<file path="config.mk">
export PLATFORM = sky130hd
export DESIGN_NAME = ifetch_mem_port
export DESIGN_NICKNAME = d
export VERILOG_FILES = /design/src/rtl/ifetch_mem_port_pkg.sv /design/src/rtl/ifetch_mem_port.sv
export SDC_FILE = /design/constraint.sdc
export NUM_CORES = 1
export LEC_CHECK = 0
export CAP_MARGIN = 40
export CORE_ASPECT_RATIO = 2
export CORE_MARGIN = 5
export CORE_UTILIZATION = 51
export DETAILED_ROUTE_END_ITERATION = 8
export PLACE_DENSITY = 0.8
export SLEW_MARGIN = 20
export SYNTH_ARGS = -nofsm -noshare
export SYNTH_HDL_FRONTEND = slang
export SYNTH_SLANG_ARGS = --single-unit
</file>
<file path="constraint.sdc">
create_clock -name clk -period 3.5 [get_ports clk]
set_clock_uncertainty 0.05 [all_clocks]
set_input_delay 0.7 -clock clk [delete_from_list [all_inputs] [get_ports clk]]
set_output_delay 0.7 -clock clk [all_outputs]
set_load 0.02 [all_outputs]
</file>
<file path="src/rtl/ifetch_mem_port_pkg.sv">
// Shared definitions for the instruction-fetch memory port.
// Covers word geometry and the fetch sequencer state encoding.
package ifetch_mem_port_pkg;

   localparam int INS_LEN = 32;
   localparam int WORD_B  = 4;
   localparam int BYTE_W  = 8;

   // Index of the byte whose capture completes a word.
   localparam logic [1:0] LAST_BYTE = 2'(WORD_B - 1);

   typedef enum logic {
      ST_IDLE = 1'b0,
      ST_READ = 1'b1
   } fetchState_t;

endpackage

</file>
<file path="src/rtl/ifetch_mem_port.sv">
// Responder for instruction-fetch reads: gathers four RAM bytes into one
// little-endian word and flags it with a single-cycle ok pulse.
module ifetch_mem_port
   import ifetch_mem_port_pkg::*;
#(
   parameter int ADDR_W = 32
) (
   input  logic                clk,
   input  logic                reset,
   input  logic                ready,
   input  logic                ifetch_req,
   input  logic [ADDR_W-1:0]   ifetch_addr,
   input  logic                flush,
   output logic                ifetch_ok,
   output logic [INS_LEN-1:0]  ifetch_data,
   output logic                ram_rd_en,
   output logic [ADDR_W-1:0]   ram_addr,
   input  logic [BYTE_W-1:0]   ram_din
);

   fetchState_t          r_state;
   logic [1:0]           r_cnt;
   logic [ADDR_W-1:0]    r_base;
   logic [BYTE_W-1:0]    r_b0;
   logic [BYTE_W-1:0]    r_b1;
   logic [BYTE_W-1:0]    r_b2;
   logic                 r_ok;
   logic [INS_LEN-1:0]   r_data;
   logic                 r_rdEn;
   logic [ADDR_W-1:0]    r_addr;

   logic [ADDR_W-1:0]    w_cntExt;
   logic [ADDR_W-1:0]    w_nextAddr;

   // Address of the byte after the one being captured; wraps modulo 2^ADDR_W.
   assign w_cntExt   = {{(ADDR_W-2){1'b0}}, r_cnt};
   assign w_nextAddr = r_base + w_cntExt + ADDR_W'(1);

   // A new request always restarts the sequence, so it outranks flush and any
   // in-flight read; flush alone just drops back to idle keeping the last word.
   always_ff @(posedge clk) begin
      if (reset) begin
         r_state <= ST_IDLE;
         r_cnt   <= 2'd0;
         r_base  <= '0;
         r_b0    <= '0;
         r_b1    <= '0;
         r_b2    <= '0;
         r_ok    <= 1'b0;
         r_data  <= '0;
         r_rdEn  <= 1'b0;
         r_addr  <= '0;
      end else if (ready) begin
         r_ok <= 1'b0;
         if (ifetch_req) begin
            r_base  <= ifetch_addr;
            r_addr  <= ifetch_addr;
            r_rdEn  <= 1'b1;
            r_cnt   <= 2'd0;
            r_state <= ST_READ;
         end else if (flush) begin
            r_rdEn  <= 1'b0;
            r_cnt   <= 2'd0;
            r_state <= ST_IDLE;
         end else if (r_state == ST_READ) begin
            if (r_cnt == LAST_BYTE) begin
               r_data  <= {ram_din, r_b2, r_b1, r_b0};
               r_ok    <= 1'b1;
               r_rdEn  <= 1'b0;
               r_cnt   <= 2'd0;
               r_state <= ST_IDLE;
            end else begin
               case (r_cnt)
                  2'd0:    r_b0 <= ram_din;
                  2'd1:    r_b1 <= ram_din;
                  default: r_b2 <= ram_din;
               endcase
               r_addr <= w_nextAddr;
               r_cnt  <= r_cnt + 2'd1;
            end
         end
      end
   end

   assign ifetch_ok   = r_ok;
   assign ifetch_data = r_data;
   assign ram_rd_en   = r_rdEn;
   assign ram_addr    = r_addr;

endmodule
</file>
==> summary.txt, run 1 <==
Status = finished clean
Main combinational cell family by area after synthesis = simple AND/OR/NAND/NOR gates
Crit path max fanout = 8
Max Cap Viol = 0
Setup Buffers After CTS = 0
Global-route wire length before repair = 23600 um
Leading area contributor after synthesis = dfxtp_1
XOR/XNOR share of the synthesized area = 4.62%
Top layer in use = met4
Largest net degree at the start of global routing = 59
DRC viols = 0
CTS Sinks = 125
Met3 wire length = 864 um
DP Wirelength = 10200 um
CTS max path bufs = 2
Part of the cycle the worst path needs = 84.3%
Synth Warn # = 0
Hold Path Stages = 2
Most numerous cell in the Yosys netlist = nand2_1
Mapped Nets = 710
Setup Crit Path Kind = reg2reg
Num CTS Buffers = 17
Number of global-route vias before repair = 4961
Wire length on met2 = 8160 um
Worst-skew pair later-pin latency = 410 ps
Port bufs = 110
Post-synth EDFFs = 0
Diodes inserted = 0
Via density = 5.62
Slew Viols, Final = 0
Starting DRT DRC Count = 401
Final setup viols = 0
Final net count = 807
RSZ-0062 raised after global routing = no
Die width = 82.2 um
Cell-internal power = 2.88 mW
Post-Synthesis Cells = 658
Overall power = 3.69 mW
Mapped cell area = 5310 um^2
Htree depth = 4
Proportion of synthesized area in mux cells = 0.189%
Fillers = 805
Met1 WL = 5270 um
Final wirelength = 14800 um
R2R Path Start = r_cnt[0]
Share of total power in the clock network = 52.0%
First drt pass iteration count = 5
Ys flop type = dfxtp_1
Simple-Gate Fraction of Synth Area = 24.2%
Clock tree from TritonCTS = built
Post-CTS Hold Fix Bufs = 0
Number of synthesized register bits = 125
GPL Wtd Cong = 0.819
Max VDD drop = 395 uV
Slew Limit Headroom = 52.1%
Num rows = 52
Hold_sp = r_b2[1]
Share of cells above drive strength 1 = 7.29%
Worst Hold End = ifetch_data[17]
Routed len/inst = 16.4 um
Die H = 154 um
Fin crit period = 2950 ps
Routed via count = 5076
Resize count post-CTS = 0
Util after Layout = 70.4%
Core area = 10100 um^2
Critical Path Sink Type = register
Worst Hold Class = reg2reg
Compound-Gate Fraction of Synth Area = 17.8%
NetSw = 811 uW
Post-Route Setup TNS = 0 ps
FF-to-FF path depth = 8
Initial antenna violation count = 0
# IOs = 111
Async set or reset register ratio after synthesis = 0%
Antenna viol nets, final = 0
Adder-cell area share of the yosys netlist = 1.79%
Total global routing track utilization = 24.1%
Required @ worst endpoint = 3790 ps
Slew @ Worst Pin = 717 ps
Pwr dens = 517 nW/um^2
CTS root buffer = clkbuf_16
GRT overflow = 0
Net Sw Frac = 21.9%
Flop-to-flop setup slack = 550 ps
Capturing point of the worst reg2reg path = ram_addr[18]
Post-Syn Area per Cell = 8.07 um^2
Endpoints failing hold = 0
Fmax = 339 MHz
Comb pwr share = 7.4%
P&R area growth vs syn = 34.6%
Area contributors post-synth = dfxtp_1 47%, nand2_1 13%, a21oi_1 9.8%
Worst Path Arrival = 3240 ps
P_leak = 2.44 nW
Distinct cells, synth = 50
Post-synth top cells = 188 x nand2_1, 125 x dfxtp_1, 104 x a21oi_1
Register area share after synthesis = 47.1%
Starting Density = 52.3%
Seq pwr share = 40.5%
Clock transition at path regs = 50 ps
Top-area cell type share of the netlist area = 47.1%
CP startpoint kind = register
Die area = 12700 um^2
-- registers in the layout, summed over array words and instances (netlist names) --
signal	cells
r_b1	8
ram_rd_en	1
ifetch_ok	1
ram_addr	32
r_b2	8
r_base	32
r_state	1
r_b0	8
ifetch_data	32
r_cnt	2
-- area by class of cell --
class                   instances  area (um^2)  share of cell area [%]
clock buffers                  20          457                    6.39
clock inverters                12          191                    2.68
inverters                      11         41.3                   0.578
multi-input cells             476         2580                    36.1
flip-flops and latches        125         2500                    35.0
well taps                     135          169                    2.36
repair buffers                124         1210                    16.9
-- layout by cell type, fill, tap and decap left out, types with 9 or more instances in the layout --
master	count
a21boi_1	15
a21oi_1	104
buf_4	14
clkbuf_16	17
clkdlybuf4s50_1	109
dfxtp_1	125
inv_1	10
nand2_1	188
nand3_1	31
nor2_1	9
o22ai_1	17
xnor2_1	18
xor2_1	10
-- critical path, cell delays in order, from the launching register on --
cell,delay (ps)
dfxtp_1,410
inv_1,130
ha_1,250
fa_1,440
nand4b_1,390
nor4_4,540
nor4bb_1,370
o21ai_1,100
a31oi_1,180
-- power groups by stage --
stage / clock, mW / combinational, mW / sequential, mW
global placement: 0 / 0.265 / 1.52
global route: 2.02 / 0.296 / 1.50
floorplan: 0 / 0.119 / 1.54
CTS: 1.94 / 0.276 / 1.50
detailed placement: 0 / 0.272 / 1.53
finish: 1.92 / 0.275 / 1.50
-- logic make-up (layout without fill, tap and decap cells) --
logic type                 count (synthesis)  count (layout)
adders and majority gates                  7               7
AOI/OAI and AO/OA                        165             165
and+or+nand+nor                          275             275
buffers and inverters                     57             167
xor gates and xnor gates                  28              28
DFF                                      125             125
muxes                                      1               1
-- worst max-delay path by stage --
stage,to,depth (start not counted),startpoint
4_1_cts,ram_addr[18],8,r_cnt[0]
3_5_place_dp,ifetch_data[28],8,ready
5_1_grt,ram_addr[18],8,r_cnt[0]
3_3_place_gp,ram_addr[29],6,flush
6_report,ram_addr[18],8,r_cnt[0]
2_1_floorplan,ram_addr[18],8,r_cnt[0]
-- through the flow --
| step | hold slack [ps] | instances | setup WS, ps | area, um^2 |
|---|---|---|---|---|
| 3_5_place_dp | 397 | 871 | 552 | 6500 |
| 6_report | 401 | 903 | 550 | 7150 |
| 3_3_place_gp | 390 | 870 | 645 | 6490 |
| 4_1_cts | 404 | 903 | 568 | 7150 |
| 2_1_floorplan | 382 | 658 | 1100 | 5310 |
| 5_1_grt | 417 | 903 | 363 | 7150 |
-- metal layers --
metal,vias to the layer above,track usage (%)
met1,2381,25.0
met2,213,43.1
met4,0,12.1
met5,-,0
met3,39,5.88
li1,2443,-
Note: power is estimated with default switching activity, not from simulation.
==> run 2, diff against run 1 <==
--- a/config.mk
+++ b/config.mk
@@ -8,9 +8,9 @@
 export CAP_MARGIN = 40
 export CORE_ASPECT_RATIO = 2
 export CORE_MARGIN = 5
-export CORE_UTILIZATION = 51
+export CORE_UTILIZATION = 46
 export DETAILED_ROUTE_END_ITERATION = 8
-export PLACE_DENSITY = 0.8
+export PLACE_DENSITY = 0.76
 export SLEW_MARGIN = 20
 export SYNTH_ARGS = -nofsm -noshare
 export SYNTH_HDL_FRONTEND = slang
==> constraint.sdc (replaced) <==
create_clock -name clk -period 2.4 [get_ports clk]
set_clock_uncertainty 0.05 [all_clocks]
set_input_delay 0.48 -clock clk [delete_from_list [all_inputs] [get_ports clk]]
set_output_delay 0.48 -clock clk [all_outputs]
set_load 0.02 [all_outputs]
==> run 2 against run 1 <==
Against the previous run:
- non-clock buffer count is 17 higher
- first-iteration DRC count is 55% lower
- sequential power increased by 46%
- utilization down 5.7 points
- global-route usage decreased by 3.0 points
- total power grew 44%
- register-to-register slack got worse by 510 ps
- maximum frequency grew 25%
- via count is 0.91% higher
- sequential cell count did not move
==> summary.txt, run 2 (same netlist as run 1, synthesis figures left out) <==
Status = finished clean
GPL Wtd Cong = 0.873 (+6.7%)
Area after DPL = 6640 um^2 (+2.2%)
Routed len/inst = 16.0 um (-2.3%)
CTS max path bufs = 2 (unchanged)
Sequential cell area = 2500 um^2 (about the same)
Number of global-route vias before repair = 4977 (+0.32%)
Share of cells above drive strength 1 = 10.3% (+3.0 points)
Routed via count = 5122 (+0.91%)
GRT overflow = 0 (unchanged)
P_leak = 2.54 nW (+3.8%)
Final instance area = 7350 um^2 (+2.9%)
R2R Path Start = r_cnt[0]
P&R area growth vs syn = 38.5%
Die area = 13900 um^2 (+9.8%)
Port bufs = 110 (unchanged)
Initial antenna violation count = 0 (unchanged)
Final wirelength = 14800 um (+0.33%)
Post-CTS Hold Fix Bufs = 0 (unchanged)
Htree depth = 4 (unchanged)
Fin crit period = 2360 ps (-592 ps)
Total global routing track utilization = 21.1% (-3.0 points)
Global-route wire length before repair = 23200 um (-1.5%)
Largest net degree at the start of global routing = 61 (+3.4%)
Worst Hold Class = in2reg
Critical Path Sink Type = register
Final net count = 824 (+2.1%)
Highest-delay cell along the critical path = nor4_4
DP Wirelength = 10600 um (+3.8%)
Starting DRT DRC Count = 182 (-55%)
Starting Density = 46.8% (-5.6 points)
Clock tree from TritonCTS = built
Required @ worst endpoint = 2680 ps (-1110 ps)
Num CTS Buffers = 17 (unchanged)
Num rows = 55 (+5.8%)
Die width = 86.0 um (+4.7%)
Slew @ Worst Pin = 521 ps (-196 ps)
Crit-path cells = inv_4 > ha_4 > fa_2 > nand4b_1 > nor4_4 > buf_4 > nand3_1 > xor2_1 > o22ai_1
Antenna viol nets, final = 0 (unchanged)
Slew Viols, Final = 0 (unchanged)
Area occupied by multi-input gates = 2620 um^2 (+1.6%)
Slew Limit Headroom = 65.3% (+13 points)
Crit path max fanout = 5 (-3)
Worst-skew pair later-pin latency = 410 ps (about the same)
Part of the cycle the worst path needs = 98.3% (+14 points)
Slowest cell delay on critical path = 410 ps (-130 ps)
Core area = 11400 um^2 (+12%)
Diodes inserted = 0 (unchanged)
Commonest non-fill, non-tap cell in the layout = nand2_1
CP startpoint kind = register
Max Cap Viol = 0 (unchanged)
First drt pass iteration count = 4 (-1)
Pwr dens = 724 nW/um^2 (+40%)
DRC viols = 0 (unchanged)
CTS Sinks = 125 (unchanged)
Hold_sp = reset
# IOs = 111 (unchanged)
Final hold slack = 357 ps (-44.8 ps)
Max VDD drop = 545 uV (+38%)
CTS root buffer = clkbuf_16
Worst setup startpoint = r_cnt[0]
Fillers = 964 (+20%)
Endpoints failing hold = 0 (unchanged)
Worst Path Arrival = 2640 ps (-600 ps)
Setup Crit Path Kind = reg2reg
Fmax = 424 MHz (+25%)
Die H = 162 um (+5.0%)
Most frequent cells in the layout = 188 x nand2_1, 123 x dfxtp_1, 109 x clkdlybuf4s50_1
RSZ-0062 raised after global routing = yes
Via density = 5.53 (-1.7%)
Final setup viols = 0 (unchanged)
Clock transition at path regs = 50 ps (about the same)
-- run 2: repair_timing --
item                                    4_1_cts  5_1_grt
pin swaps                                     0        6
endpoints found under the setup margin        1       11
gates resized for setup                       1       11
buffers inserted                              0        4
-- run 2: cell type report --
| class | instances | area share [%] |
|---|---|---|
| Sequential cell | 125 | 34.1 |
| Clock buffer | 22 | 6.45 |
| Clock inverter | 10 | 2.20 |
| Timing Repair Buffer | 141 | 18.6 |
| Multi-Input combinational cell | 476 | 35.7 |
| Tap cell | 142 | 2.42 |
| Inverter | 11 | 0.596 |
-- run 2: path summary, 6_finish.rpt --
kind	cells after the start	to	slack, ps
worst max-delay path	9	ram_addr[20]	40
worst max register to register	9	ram_addr[20]	40
worst min-delay path	2	ram_addr[10]	360
worst min register to register	2	ifetch_data[1]	400
-- run 2: stage by stage --
stage          setup TNS, ps  worst slack (ps)  power [mW]  utilization, %  instances
6_report                   0              41.5        5.32            64.7        927
5_1_grt                 -244             -76.8        5.48            64.7        927
4_1_cts                    0              23.8        5.36            64.1        923
3_5_place_dp               0              2.85        2.64            58.5        891
3_3_place_gp               0              85.8        2.63            58.5        891
2_1_floorplan              0              71.5        2.42               -        658
-- run 2: where the power goes --
part,internal (mW),leakage [nW],switching (mW),total [mW]
clock,1.82,0.302,0.900,2.72
sequential,2.13,1.02,0.0531,2.19
combinational,0.198,1.22,0.219,0.417
total,4.15,2.54,1.17,5.32
-- run 2: layer usage --
metal | up-vias | track usage (%) | share of wire [%]
met5 | - | 0 | 0
met4 | 0 | 12.0 | 3.4
met3 | 36 | 3.35 | 5.3
met2 | 164 | 39.6 | 55
met1 | 2436 | 21.2 | 36
li1 | 2486 | - | -
-- run 2: worst max-delay path, delay by kind of cell (launching register included) --
family	cells	cell delay (ps)
compound gates	1	160
xor+xnor	1	160
fa+ha+maj	2	510
buf+inv	2	250
flops	1	350
simple gates	3	800
